===== config.mk =====
export PLATFORM = sky130hd
export DESIGN_NAME = mem_access_sequencer
export DESIGN_NICKNAME = d
export VERILOG_FILES = /design/src/rtl/mem_access_sequencer.sv
export SDC_FILE = /design/constraint.sdc
export NUM_CORES = 1
export LEC_CHECK = 0
export BUFFER_PORTS_ARGS = -buffer_cell sky130_fd_sc_hd__buf_2
export CAP_MARGIN = 15
export CELL_PAD_IN_SITES_DETAIL_PLACEMENT = 0
export CELL_PAD_IN_SITES_GLOBAL_PLACEMENT = 1
export CORE_ASPECT_RATIO = 0.9
export CORE_UTILIZATION = 41
export DETAILED_ROUTE_END_ITERATION = 12
export PLACE_DENSITY = 0.84
export SLEW_MARGIN = 20
export SYNTH_ARGS = -nofsm -noshare
export SYNTH_HDL_FRONTEND = slang
export SYNTH_SLANG_ARGS = --single-unit
export TNS_END_PERCENT = 1

===== constraint.sdc =====
create_clock -name i_clock -period 3.06 [get_ports i_clock]
set_input_delay 0.306 -clock i_clock [delete_from_list [all_inputs] [get_ports i_clock]]
set_output_delay 0.306 -clock i_clock [all_outputs]
set_load 0.05 [all_outputs]

===== src/rtl/mem_access_sequencer.sv =====
// -----------------------------------------------------------------------------
// mem_access_sequencer
//
// Host-side initiator for the 8x8 bit memory IC. A host hands over single or
// burst read/write commands; the sequencer walks each word through
// SETUP -> ACCESS (ACCESS_CYCLES cycles) -> GAP. During that walk it drives
// select, operation, address and write data toward the memory. It captures
// read data and reports completion back to the host.
//
// Host handshake (valid/ready): a command is transferred on the rising edge
// where i_req && o_ready. o_ready is high only in IDLE. i_req seen in any
// other state is ignored and is not queued.
// Write data follows the same edge rule. i_wdata is taken at acceptance for
// the first word. After that it is taken on each edge where o_wnext is high.
//
// Ports
//   i_clock      system clock (rising edge)
//   i_reset_n    asynchronous active-low reset
//   i_req        host command valid
//   i_we         1 = write, 0 = read
//   i_addr       start word address
//   i_len        burst length minus one (0 = single word)
//   i_wdata      write data (first word, then one word per o_wnext)
//   o_ready      sequencer idle, command can be accepted
//   o_wnext      pulse: next write word is sampled on this edge
//   o_rvalid     pulse: o_rdata holds a fresh read word
//   o_rdata      captured read word (held between reads)
//   o_done       pulse on the final GAP cycle of a command
//   o_operation  to memory: 1 = write, 0 = read
//   o_select     to memory: chip select
//   o_addr       to memory: word address
//   o_wdata      to memory: write data
//   i_rdata      from memory: read data
//   dbg_state    current FSM state (0 IDLE, 1 SETUP, 2 ACCESS, 3 GAP)
// -----------------------------------------------------------------------------
module mem_access_sequencer #(
   parameter int ADDR_W        = 3,
   parameter int DATA_W        = 8,
   parameter int ACCESS_CYCLES = 2
) (
   input  logic              i_clock,
   input  logic              i_reset_n,
   input  logic              i_req,
   input  logic              i_we,
   input  logic [ADDR_W-1:0] i_addr,
   input  logic [ADDR_W-1:0] i_len,
   input  logic [DATA_W-1:0] i_wdata,
   output logic              o_ready,
   output logic              o_wnext,
   output logic              o_rvalid,
   output logic [DATA_W-1:0] o_rdata,
   output logic              o_done,
   output logic              o_operation,
   output logic              o_select,
   output logic [ADDR_W-1:0] o_addr,
   output logic [DATA_W-1:0] o_wdata,
   input  logic [DATA_W-1:0] i_rdata,
   output logic [1:0]        dbg_state
);

   typedef enum logic [1:0] {
      ST_IDLE   = 2'd0,
      ST_SETUP  = 2'd1,
      ST_ACCESS = 2'd2,
      ST_GAP    = 2'd3
   } state_t;

   // ACCESS_CYCLES is limited to 1..15, so a 4-bit counter is always enough.
   localparam logic [3:0] ACC_LAST = 4'(ACCESS_CYCLES - 1);

   state_t            state_q, state_d;
   logic              we_q;
   logic [ADDR_W-1:0] addr_q;
   logic [ADDR_W-1:0] len_q;
   logic [ADDR_W-1:0] word_cnt_q;
   logic [DATA_W-1:0] wdata_q;
   logic [DATA_W-1:0] rdata_q;
   logic [3:0]        acc_cnt_q;
   logic              acc_last;
   logic              last_word;

   assign acc_last  = (acc_cnt_q == ACC_LAST);
   assign last_word = (word_cnt_q == len_q);

   // State register. Reset is asynchronous. Select and operation are decoded
   // from this register, so both drop the moment reset asserts.
   always_ff @(posedge i_clock or negedge i_reset_n) begin
      if (!i_reset_n) begin
         state_q <= ST_IDLE;
      end else begin
         state_q <= state_d;
      end
   end

   // Next-state and control outputs.
   always_comb begin
      state_d     = state_q;
      o_ready     = 1'b0;
      o_select    = 1'b0;
      o_operation = 1'b0;
      o_wnext     = 1'b0;
      o_rvalid    = 1'b0;
      o_done      = 1'b0;
      case (state_q)
         ST_IDLE: begin
            o_ready = 1'b1;
            if (i_req) begin
               state_d = ST_SETUP;
            end
         end
         ST_SETUP: begin
            o_select    = 1'b1;
            o_operation = we_q;
            state_d     = ST_ACCESS;
         end
         ST_ACCESS: begin
            o_select    = 1'b1;
            o_operation = we_q;
            if (acc_last) begin
               state_d = ST_GAP;
            end
         end
         ST_GAP: begin
            o_rvalid = ~we_q;
            o_wnext  = we_q & ~last_word;
            o_done   = last_word;
            state_d  = last_word ? ST_IDLE : ST_SETUP;
         end
         default: begin
            state_d = ST_IDLE;
         end
      endcase
   end

   // Command and datapath registers.
   always_ff @(posedge i_clock or negedge i_reset_n) begin
      if (!i_reset_n) begin
         we_q       <= 1'b0;
         addr_q     <= '0;
         len_q      <= '0;
         word_cnt_q <= '0;
         wdata_q    <= '0;
         rdata_q    <= '0;
         acc_cnt_q  <= '0;
      end else begin
         case (state_q)
            ST_IDLE: begin
               if (i_req) begin
                  we_q       <= i_we;
                  addr_q     <= i_addr;
                  len_q      <= i_len;
                  wdata_q    <= i_wdata;
                  word_cnt_q <= '0;
                  acc_cnt_q  <= '0;
               end
            end
            ST_ACCESS: begin
               if (acc_last) begin
                  acc_cnt_q <= '0;
                  // Memory data is valid by the end of the access window.
                  if (!we_q) begin
                     rdata_q <= i_rdata;
                  end
               end else begin
                  acc_cnt_q <= acc_cnt_q + 1'b1;
               end
            end
            ST_GAP: begin
               if (!last_word) begin
                  // The address wraps naturally at 2^ADDR_W.
                  addr_q     <= addr_q + 1'b1;
                  word_cnt_q <= word_cnt_q + 1'b1;
                  if (we_q) begin
                     wdata_q <= i_wdata;
                  end
               end
            end
            default: begin
            end
         endcase
      end
   end

   assign o_addr    = addr_q;
   assign o_wdata   = wdata_q;
   assign o_rdata   = rdata_q;
   assign dbg_state = state_q;

endmodule

### After elaboration in Yosys (flattened, before gate mapping)

Index checks and enable logic that the tools add are counted.

| word-level totals | value |
|---|---|
| register bits | 32 |
| output and inout port bits | 27 |

| cells by class | value |
|---|---|
| $add $sub $neg | 3 |
| eq/ne operators | 9 |
| multiplexer cells | 23 |
| bitwise operators | 3 |
| reduce and logical (&&, ||, !) cells | 10 |

Operator list:

| kind | count |
|---|---|
| $mux W8 | 3 |
| $pmux W8 S2 | 1 |
| $mux W3 | 4 |
| $pmux W3 S2 | 2 |
| $mux W4 | 2 |
| $ne A2 B2 Y1 const B | 4 |
| $pmux W2 S4 | 1 |
| $pmux W4 S2 | 1 |
| $mux W1 | 7 |
| $add A3 B1 Y3 const B | 2 |
| $reduce_and A2 Y1 | 3 |
| $reduce_and A3 Y1 | 2 |
| $add A4 B1 Y4 const B | 1 |
| $eq A2 B2 Y1 const B | 2 |
| $eq A4 B1 Y1 const B | 1 |
| $mux W2 | 2 |
| $reduce_and A4 Y1 | 1 |
| $reduce_bool A2 Y1 | 2 |
| $eq A3 B3 Y1 | 1 |
| $eq A2 B1 Y1 const B | 1 |
| $logic_not A2 Y1 | 1 |
| $not A1 Y1 | 2 |
| $reduce_or A2 Y1 | 1 |
| $and A1 B1 Y1 | 1 |

### Longest topological paths before layout

| depth | value |
|---|---|
| depth after elaboration | 4 |
| mapped depth | 8 |
| gate-level depth less buffers | 6 |

### Worst setup path after synthesis

No wires, ideal clock.

| path | value |
|---|---|
| path kind | register to register |
| start point | register state_q[1], in the netlist dbg_state[1] |
| end point | register wdata_q[0], in the netlist o_wdata[0] |
| setup time | 125 ps |
| arrival | 2,438 ps |
| required time | 2,935 ps |
| slack | 497 ps |
| cell stages (with the launch flop) | 6 |
| path buffers | 0 |
| clock period less this slack | 2,563 ps |
| cell sequence | dfrtp_1 > ha_1 > nor2b_1 > nor2_2 > o21ai_4 > mux2_2 |

| on the way | value |
|---|---|
| word-level cells in the longest chain between the ends | 3 |

RTL lines:

| what | line | RTL |
|---|---|---|
| start: declaration | 71 | `state_t state_q, state_d;` |
| start signal: assignment | 91 | `state_q <= state_d;` |
| $eq A2 B2 Y1 or $logic_not A2 Y1 (tied branches) | 146 | `case (state_q)` |
| $ne A2 B2 Y1 (no source line) or $reduce_bool A2 Y1 (tied branches) | - |  |
| $reduce_and A4 Y1 (no source line) | - |  |
| end signal: assignment | 152 | `wdata_q <= i_wdata;` |
| end signal: assignment | 174 | `wdata_q <= i_wdata;` |
| end: declaration | 76 | `logic [DATA_W-1:0] wdata_q;` |

Parallel ways exist; a longest one is shown, timed or not.
A chain may end at the register's enable or synchronous reset.

### Final worst setup path

| path | value |
|---|---|
| start point | register state_q[1], in the netlist dbg_state[1] |
| end point | output o_done |

| on the way | value |
|---|---|
| word-level cells in the longest chain between the ends | 2 |

RTL lines:

| what | line | RTL |
|---|---|---|
| $eq A2 B2 Y1 | 104 | `case (state_q)` |
| $mux W1 | 104 |  |
| end: declaration | 52 | `output logic o_done,` |

No other way between the ends.

==> results.md <==
- Launching element of the worst setup path: dbg_state[1]
- Post-Route WL: 3562 um
- Post-Layout Cell Count: 240
- Effective utilization at floorplan: 0.4309
- Maximum fanout along the worst path: 16
- Critical path endpoint category: output pin
- GRT Residual Overflow: 0
- Endpoint of the worst register-to-register path: o_wdata[0]
- Antenna violations before repair: 0
- Sum of negative setup slack: 0 ps
- Outcome: completed
- Post-synthesis instance area: 1619 um^2
- Die height: 61.62 um
- Critical path class: reg2out
- Maximum number of pins on one net before global-route repair: 33
- Area of the die: 4205 um^2
- Number of register bits inferred by synthesis: 32
- Register area share after synthesis: 0.4946
- Initial detailed-routing violation count: 66
- Maximum number of buffers from clock root to sink: 2
- Reg-to-reg slack, setup: 1080 ps
- Detail-routed via count per cell: 5.396
- Synthesis warning total: 0
- Sum of net half-perimeters after detailed placement: 2618 um
- Final period util: 0.7077
- Routability cong.: 0.8331
- Total CTS buffers: 5
- Count of buffers from port buffering: 52
- Die X-Extent: 68.24 um
- Post-CTS Resized: 0
- Worst-path clk slew: 70 ps
- Wire length of the first global-routing pass: 5651 um
- Vias: 1295
- Slew of the pin with the lowest slew margin: 695.2 ps
- Layout area overhead: 24.81%
- Post-layout nets: 226
- # H-tree levels: 2
- Number of rows created at floorplan: 21
- Relative slew slack: 0.5365
- Distinct cells, synth: 38
- Ant diodes: 0
- Synthesized area per cell: 11.73 um^2
- Antenna violation net count after detailed routing: 0
- Highest attainable clock frequency: 461.8 MHz
- Main flop type after synthesis: sky130_fd_sc_hd__dfrtp_1
- Largest clock skew in the final design: 8.697 ps
- Number of cells in the design after placement: 232
- Unrepaired setup endpoints after global routing: no
- Clock tree from TritonCTS: done
- Asr flop ratio synth: 1.000
- Post-synthesis net count: 171
- Vias in the first global route: 1262
- Buffers inserted by post-CTS timing repair: 0
- CTS Hold Buffers Added: 0
- Mapped Cells: 138
- Clock sink count: 32
- Slowest library cell on the worst path: sky130_fd_sc_hd__ha_1
- GRT Util Overall: 0.1930
- Depth of the worst register-to-register path: 6
- WL per Instance: 14.84 um
- Final Hold Fails: 0
- Core region area: 3757 um^2
- CP max stage delay: 520 ps
- Final hold slack: 53.60 ps
- Total of endpoints with negative setup slack in the final report: 0
- Required time worst endpoint: 2750 ps
- Number of maximum-capacitance constraint violations: 0
- Share of layout cells above drive strength 1: 0.4433
- Insertion delay to the later sink of the worst-skew pair: 290 ps
- Arrival @ worst endpoint: 1860 ps
- Type of the worst min-delay path: in2async
- CP Launch Type: flop
- Number of synthesized flops with an enable pin: 0
- CTS root buffer: sky130_fd_sc_hd__clkbuf_8
- Detailed Routing Iterations Pass 1: 4
- Cells along the critical path: ha_1, inv_1, nor2_1, buf_2
- Drt drc: 0
- Number of placed I/O pins: 53
- Final worst path period need: 2166 ps
- Final count of pins violating max slew: 0
- RR Startpoint: dbg_state[1]
[placed cells by master, fill, tap and decap left out, drive strengths merged, types with 2 or more instances in the layout]
| cell type | netlist | layout |
|---|---|---|
| o211ai | 2 | 2 |
| a21oi | 5 | 5 |
| nand2 | 13 | 13 |
| mux2i | 3 | 3 |
| o21ai | 8 | 8 |
| mux2 | 21 | 21 |
| nor2 | 4 | 4 |
| nand2b | 3 | 3 |
| ha | 7 | 7 |
| buf | 3 | 52 |
| inv | 6 | 6 |
| clkbuf | 1 | 6 |
| nor2b | 3 | 3 |
| nand3 | 6 | 6 |
| nand4 | 3 | 3 |
| xnor2 | 3 | 3 |
| dfrtp | 32 | 32 |
[cell families after synthesis]
logic type	after synthesis	share of synthesized area
compound gates	24	0.1012
buf+inv	10	0.02858
xor+xnor	3	0.01623
mux	24	0.1669
flops	32	0.4946
simple gates	38	0.1383
fa+ha+maj	7	0.05409
[Yosys cell counts (2+ instances only)]
| library cell | number | area, um^2 |
|---|---|---|
| sky130_fd_sc_hd__a21oi_1 | 5 | 25.02 |
| sky130_fd_sc_hd__nor2b_1 | 3 | 18.77 |
| sky130_fd_sc_hd__nand3_1 | 5 | 25.02 |
| sky130_fd_sc_hd__o211ai_1 | 2 | 15.01 |
| sky130_fd_sc_hd__mux2i_1 | 2 | 20.02 |
| sky130_fd_sc_hd__ha_1 | 7 | 87.58 |
| sky130_fd_sc_hd__inv_1 | 6 | 22.52 |
| sky130_fd_sc_hd__dfrtp_1 | 32 | 800.8 |
| sky130_fd_sc_hd__o21ai_0 | 7 | 35.03 |
| sky130_fd_sc_hd__nand2b_1 | 2 | 12.51 |
| sky130_fd_sc_hd__buf_4 | 2 | 15.01 |
| sky130_fd_sc_hd__nor2_1 | 3 | 11.26 |
| sky130_fd_sc_hd__xnor2_1 | 3 | 26.28 |
| sky130_fd_sc_hd__mux2_2 | 21 | 236.5 |
| sky130_fd_sc_hd__nand2_1 | 13 | 48.80 |
| sky130_fd_sc_hd__nand4_1 | 3 | 18.77 |
[area by class of cell]
cell class                 instances  area, um^2
clock buffer                       6       72.57
clock inverter                     2       35.03
fill                             340        1737
inverter                           6       22.52
multi-input combinational         96       772.0
sequential                        32       800.8
tap                               46       57.56
timing repair buffer              52       260.3
[metrics by stage]
stage | cell area, um^2 | setup WS, ps | util
2_1_floorplan | 1619 | 497.3 | -
3_5_place_dp | 1913 | 1098 | 0.5092
6_report | 2021 | 894.4 | 0.5378
5_1_grt | 2021 | 755.0 | 0.5378
3_3_place_gp | 1913 | 1200 | 0.5092
4_1_cts | 2021 | 914.0 | 0.5378
[worst max path at each step]
stage / to / slack [ps] / cells past startpoint
global placement: o_wdata[4] / 1200 / 6
floorplan: o_wdata[0] / 500 / 5
global route: o_done / 750 / 4
CTS: o_done / 910 / 4
finish: o_done / 890 / 4
detailed placement: o_wdata[0] / 1100 / 6
[layer usage]
metal / part of all wire / routed length [um] / GRT usage / vias up
met2: 0.49 / 1747 / 0.3165 / 38
met5: 0 / 0 / 0 / -
met3: 0.058 / 205 / 0.08148 / 6
met4: 0.012 / 43 / 0.07738 / 0
li1: - / - / - / 605
met1: 0.44 / 1566 / 0.2235 / 646
[worst max-delay path: cells and delay by family, from the launching register on]
| kind | cells | cell delay [ps] |
|---|---|---|
| flops | 1 | 410 |
| fa+ha+maj | 1 | 520 |
| buf+inv | 2 | 480 |
| simple gates | 1 | 150 |
[registers in the layout, summed over array words and instances, names as in the netlist]
| name | flops |
|---|---|
| we_q | 1 |
| len_q | 3 |
| word_cnt_q | 3 |
| o_addr | 3 |
| dbg_state | 2 |
| o_rdata | 8 |
| o_wdata | 8 |
| acc_cnt_q | 4 |
Power is not shown: default switching activity piles up to over one toggle a cycle in this logic, so the estimate is an artifact.
